[config.mk]
export PLATFORM = sky130hd
export DESIGN_NAME = wave_ram_ctrl
export DESIGN_NICKNAME = d
export VERILOG_FILES = /design/src/rtl/wave_ram_ctrl.sv
export SDC_FILE = /design/constraint.sdc
export NUM_CORES = 1
export LEC_CHECK = 0
export CAP_MARGIN = 10
export CORE_MARGIN = 3
export CORE_UTILIZATION = 59
export CTS_CLUSTER_DIAMETER = 120
export CTS_CLUSTER_SIZE = 30
export DETAILED_ROUTE_END_ITERATION = 8
export GPL_TIMING_DRIVEN = 1
export PLACE_DENSITY_LB_ADDON = 0.25
export SLEW_MARGIN = 40
export SYNTH_ARGS = -nofsm -noshare
export SYNTH_HDL_FRONTEND = slang
export SYNTH_SLANG_ARGS = --single-unit
[constraint.sdc]
create_clock -name clk -period 3.2 [get_ports clk]
set_input_delay 0.64 -clock clk [delete_from_list [all_inputs] [get_ports clk]]
set_output_delay 0.64 -clock clk [all_outputs]
set_load 0.01 [all_outputs]
[src/rtl/wave_ram_ctrl.sv]
// wave_ram_ctrl: 16-byte wave pattern RAM (FF30-FF3F) for sound channel 3.
// Serves channel 3 sample fetches and arbitrates CPU reads/writes against
// playback. While the channel is active, CPU accesses are redirected to the
// byte the channel is currently playing (wave_a).
// Optional build macro: WAVE_RAM_DMG_ACCESS_EN -- while the channel is
// active, CPU accesses only succeed in a cycle that coincides with a fetch;
// otherwise writes are dropped and reads return 8'hFF.
module wave_ram_ctrl (
    input  logic        clk,
    input  logic        nreset,
    input  logic [15:0] a,
    input  logic [7:0]  d_in,
    output logic [7:0]  d_out,
    output logic        d_oe,
    input  logic        cpu_rd,
    input  logic        cpu_wr,
    input  logic        ch3_active,
    input  logic [3:0]  wave_a,
    input  logic        efar_q,
    input  logic        fetch,
    output logic        fetch_ack,
    output logic [3:0]  wave_play_d
);

    typedef enum logic [0:0] {
        IDLE = 1'b0,
        LOAD = 1'b1
    } fetch_state_t;

    fetch_state_t state_r;
    logic [7:0]   mem_r [0:15];

    logic         sel_s;
    logic         cpu_ok_s;
    logic [3:0]   idx_s;
    logic         wr_take_s;
    logic         rd_take_s;
    logic         fetch_take_s;
    logic [7:0]   rd_data_s;
    logic [7:0]   fetch_byte_s;
    logic [3:0]   play_nib_s;

    // Address decode, redirection, access gating and fetch data selection.
    always_comb begin
        sel_s        = 1'b0;
        cpu_ok_s     = 1'b1;
        idx_s        = 4'h0;
        wr_take_s    = 1'b0;
        rd_take_s    = 1'b0;
        fetch_take_s = 1'b0;
        rd_data_s    = 8'hFF;
        fetch_byte_s = 8'h00;
        play_nib_s   = 4'h0;

        sel_s = (a[15:4] == 12'hFF3);

        if (ch3_active) begin
            idx_s = wave_a;
`ifdef WAVE_RAM_DMG_ACCESS_EN
            cpu_ok_s = fetch;
`else
            cpu_ok_s = 1'b1;
`endif
        end else begin
            idx_s    = a[3:0];
            cpu_ok_s = 1'b1;
        end

        // A write always wins over a coincident read; the read is dropped.
        wr_take_s    = cpu_wr & sel_s & cpu_ok_s;
        rd_take_s    = cpu_rd & sel_s & ~cpu_wr;
        fetch_take_s = fetch & ch3_active;

        if (cpu_ok_s) begin
            rd_data_s = mem_r[idx_s];
        end else begin
            rd_data_s = 8'hFF;
        end

        // Forward write data into the sample buffer when both hit the same byte.
        if (wr_take_s && (idx_s == wave_a)) begin
            fetch_byte_s = d_in;
        end else begin
            fetch_byte_s = mem_r[wave_a];
        end

        if (efar_q) begin
            play_nib_s = fetch_byte_s[3:0];
        end else begin
            play_nib_s = fetch_byte_s[7:4];
        end
    end

    // Wave RAM storage: never cleared, writes suppressed during reset.
    always_ff @(posedge clk) begin
        if (nreset && wr_take_s) begin
            mem_r[idx_s] <= d_in;
        end
    end

    // Fetch FSM and registered outputs for the sample and CPU read paths.
    always_ff @(posedge clk) begin
        if (!nreset) begin
            state_r     <= IDLE;
            fetch_ack   <= 1'b0;
            wave_play_d <= 4'h0;
            d_oe        <= 1'b0;
            d_out       <= 8'h00;
        end else begin
            case (state_r)
                IDLE: begin
                    if (fetch_take_s) begin
                        state_r <= LOAD;
                    end else begin
                        state_r <= IDLE;
                    end
                end
                LOAD: begin
                    if (fetch_take_s) begin
                        state_r <= LOAD;
                    end else begin
                        state_r <= IDLE;
                    end
                end
                default: begin
                    state_r <= IDLE;
                end
            endcase

            fetch_ack <= fetch_take_s;
            if (fetch_take_s) begin
                wave_play_d <= play_nib_s;
            end

            d_oe <= rd_take_s;
            if (rd_take_s) begin
                d_out <= rd_data_s;
            end
        end
    end

endmodule

* Yosys cells after proc, flatten, opt, wreduce, memory -nomap -nowiden
Memory sizes are Yosys's and may differ from the RTL's. A register that Yosys moved wholly into a read port is not among the register bits.
Index checks and enable logic that the tools add are counted.
** Cells by class
- Equal/unequal tests :: 2
- Multiplexer cells :: 5
- Bitwise gates (word level) :: 5
- Reductions and logical operators :: 3
** Operators by type and width (count)
- $eq 12x12->1 const B :: 1
- $mux 4 :: 2
- $mux 8 :: 1
- $and 1x1->1 :: 4
- $eq 4x4->1 :: 1
- $logic_and 1x1->1 :: 2
- $mux 1 :: 2
- $logic_not 1->1 :: 1
- $not 1->1 :: 1
** Word-level totals
- Memories kept :: 1
- Memory bits (writable) :: 128
- Logic and storage cells :: 19
- Bits in registers :: 6
- Input port bits :: 35
** Memories
- mem_r :: words 16, bits a word 8, rd ports 2, clocked after memory_dff 1, write ports 1, RTL line 31 : logic [7:0] mem_r [0:15];

* Logic depth before layout (Yosys ltp)
- Word-level depth :: 5
- Gate-level depth with buffers :: 8
- Depth with buffers taken out :: 5

* Worst setup path after synthesis
Ideal clock, no wire load.
- Path type :: in2reg
- Start :: in ch3_active
- End :: reg d_out[0] (read register of mem_r)
- Data required time :: 3.083 ns
- Setup slack :: 0.504 ns
- Buffers on the path :: 2
- Arrival time :: 2.579 ns
- Cell stages on the path :: 6
- Path through :: buf_6 -> mux2i_4 -> buf_6 -> mux4_1 -> mux4_2 -> a22o_1
** Between the ends
- Longest elaborated chain between the ends :: 1
** RTL lines
- start: declaration :: RTL line 17 : input logic ch3_active,
- $mux 4 :: RTL line 57 : if (ch3_active) begin
- end: declaration :: RTL line 13 : output logic [7:0] d_out,
Every way passes these cells.
A chain may end at the register's enable or synchronous reset.

* Worst setup path after layout
Same ends and word-level chain as after synthesis.

==> results.cfg <==
[global_route]
grt_pass1_vias = 4098
overflow = 0
gr-usage-all-layers_pct = 27.6
grt_pass1_wl_um = 25400
grt_antenna_before_repair = 0
grt_start_max_net_pins = 33

[pwr]
pwr_density_cell_mw_per_mm2 = 533
vdd.ir_drop.worst_uv = 512
power_mw = 4.32
leakage_nw = 2.72

[cts]
cts_tree = done
clock_tree.root_cell = sky130_fd_sc_hd__clkbuf_16
post_cts_hold_buffer_count = 0
postCtsSetupBuffers = 0
clock_edge_transition_at_the_registers_on_the_reported_setup_and_hold_paths_ns = 0.06
post_cts.resized_instances = 0
worstSkewPairLatency_ns = 0.41
clkSinkCount = 142
numCtsBuffers = 17
ctsHtreeMaxLevel = 4
cts_max_path_buffers = 2

[routing]
drc = 0
route.antenna.remaining_nets = 0
wl_um = 16300
vias_per_cell = 6.93
dr.first_iter.drc_count = 430
detail_route.wl_per_cell_um = 27.9
vias = 4038
detailedRoute.firstPassIterationCount = 6

[sta]
setup_repair_after_global_routing_missed_its_margin = false
tightest_slew_ns = 0.785
fin_worst_skew_ns = 0.00684
pnr_worst_setup_slack_ns = 0.264
fin_crit_sh_pct = 91.7
hold-worst-slack_ns = 0.472
setup_viol_count_final = 0
post-route-min-period_ns = 2.94
timing.final.max_slew_violations = 0
timing.final.hold_violations = 0
final.setup.tns_ns = 0
maxClockFrequency_mhz = 341
slew_headroom_pct = 47.5

[layout]
layout_common_cells = 128 x sky130_fd_sc_hd__edfxtp_1, 66 x sky130_fd_sc_hd__mux4_2, 46 x sky130_fd_sc_hd__clkdlybuf4s50_1
antenna-diode-count = 0
final_nets = 465
layout_commonest_cell = sky130_fd_sc_hd__edfxtp_1
n_fill_cell = 631
final_core_util_pct = 74.3
stdcell_count = 583
layout-drive-gt1-share_pct = 33.2
area.growth.synth_to_final_pct = 21.8
seq_area_mm2 = 0.00412
postLayoutCellArea_mm2 = 0.00812
multiInputGateArea_mm2 = 0.00241

[critical_path]
worstPathArrival_ns = 3.24
timing_worst_setup_path_type = input pin to flip-flop
worst_setup_path_start_kind = input pin
crit_start = ch3_active
element_type_at_the_critical_path_end = flip-flop
crit_path_max_fanout = 19
r2r-start = mem_r[7][3]
ff2ff_path_depth = 5
rr_endpoint = wave_play_d[3]
worst_ep_required_time_ns = 3.50
worst-r2r-setup-slack_ns = 1.20

[outcome]
run_status = completed

[floorplanning]
design.portCount = 49
floorplan.rows = 38
dieWidth_um = 112
die_height_um = 112
core_area_mm2 = 0.0109
initial_utilization_pct = 61.0
fp.dieArea_mm2 = 0.0126

[synth]
synth_top_flop_cell = sky130_fd_sc_hd__edfxtp_1
synth-warning-count = 0
synth.lib_cells_used.distinct = 44
synth_compound_area_share_pct = 3.62
yosysSeqAreaShare_pct = 61.9
avgSynthCellArea_um2 = 19.4
postSynthCellCount = 344
synthesized_area_mm2 = 0.00667
synth-seq-cells = 142
synth_top_family_by_area = multiplexers
synth_mux_area_share_pct = 27.9
mappedNetlistNets = 379
synth_adder_area_share_pct = 0
synth-edff-count = 128
fraction_of_synthesized_cell_area_in_xor_and_xnor_cells_pct = 0.526
synth_simple_gate_area_share_pct = 3.85
async_reset_ff_share_pct = 0

[placed_design]
placement.setup.worst_slack_ns = -0.0870
final_gp_congestion = 0.874
numPortBuffers = 48
dpl.hpwl_um = 11200
dp_cells = 551
placement.cell_area_mm2 = 0.00754

[min_path]
holdPathEnd = wave_play_d[1]
hold-path-cell-count = 2
timing.hold.worst.start = wave_play_d[1]
min_path_type = flip-flop to flip-flop

[flow_run]
timing.max_cap.violations = 0
[synth_stat cells (2+ instances only)]
library cell	count	share of area [%]
sky130_fd_sc_hd__edfxtp_1	128	58
sky130_fd_sc_hd__mux4_2	66	22
sky130_fd_sc_hd__nor2_1	20	1.1
sky130_fd_sc_hd__dfxtp_1	14	4.2
sky130_fd_sc_hd__clkbuf_1	11	0.62
sky130_fd_sc_hd__mux4_1	9	3.5
sky130_fd_sc_hd__a22o_1	8	1.1
sky130_fd_sc_hd__nand2_1	8	0.45
sky130_fd_sc_hd__mux2i_1	7	1.1
sky130_fd_sc_hd__nand3_1	7	0.53
sky130_fd_sc_hd__a21oi_1	6	0.45
sky130_fd_sc_hd__inv_1	5	0.28
sky130_fd_sc_hd__a22oi_1	4	0.45
sky130_fd_sc_hd__buf_6	4	0.68
sky130_fd_sc_hd__xnor2_1	4	0.53
sky130_fd_sc_hd__a31oi_1	3	0.28
sky130_fd_sc_hd__buf_2	3	0.23
sky130_fd_sc_hd__buf_4	3	0.34
sky130_fd_sc_hd__mux2_2	3	0.51
sky130_fd_sc_hd__a41o_1	2	0.30
sky130_fd_sc_hd__and3_1	2	0.19
sky130_fd_sc_hd__nand2b_1	2	0.19
sky130_fd_sc_hd__nand3b_1	2	0.23
sky130_fd_sc_hd__nand4_1	2	0.19
sky130_fd_sc_hd__nor2b_1	2	0.19
[state kept, by name (all words and copies together), names as in the netlist]
signal / flops
d_oe: 1
mem_r: 128
fetch_ack: 1
d_out: 8
wave_play_d: 4
[where the power goes]
part / switching (mW) / internal (mW) / total (mW)
Sequential: 0.00209 / 2.02 / 2.03
Combinational: 0.191 / 0.213 / 0.404
Clock: 0.714 / 1.18 / 1.90
[layer usage]
layer | global-route usage [%] | up-vias | share of wire [%]
met5 | 0 | - | 0
met4 | 10.0 | 0 | 1.9
met3 | 7.76 | 31 | 11
met2 | 40.7 | 270 | 47
met1 | 40.4 | 2073 | 40
li1 | - | 1664 | -
[worst max-delay path, cell delays in order]
cell and delay [ns]:
sky130_fd_sc_hd__clkdlybuf4s50_1 0.56, sky130_fd_sc_hd__mux2i_4 0.43, sky130_fd_sc_hd__buf_12 0.24, sky130_fd_sc_hd__mux4_1 0.65, sky130_fd_sc_hd__mux4_2 0.49, sky130_fd_sc_hd__a22o_1 0.21
[final cells by class]
| class | instances | share of cell area (%) |
|---|---|---|
| Sequential cell | 142 | 50.8 |
| Inverter | 5 | 0.231 |
| Clock inverter | 11 | 1.43 |
| Clock buffer | 21 | 5.67 |
| Multi-Input combinational cell | 175 | 29.7 |
| Tap cell | 140 | 2.16 |
| Timing Repair Buffer | 89 | 10.0 |
[worst max path at each step]
stage	slack [ns]	depth (start not counted)	end
6_report	0.26	6	d_out[0]
5_1_grt	0.22	6	d_out[0]
4_1_cts	0.32	6	d_out[0]
3_5_place_dp	-0.09	6	d_out[0]
3_3_place_gp	-0.06	6	d_out[0]
2_1_floorplan	0.50	6	d_out[0]
[logic make-up after synthesis]
logic type | count (synthesis)
flip-flops | 142
multiplexers | 87
AND/OR/NAND/NOR | 52
AO/OA/AOI/OAI | 32
buffers and inverters | 27
XOR/XNOR | 4
No activity file was read; power rests on OpenSTA's default activity.
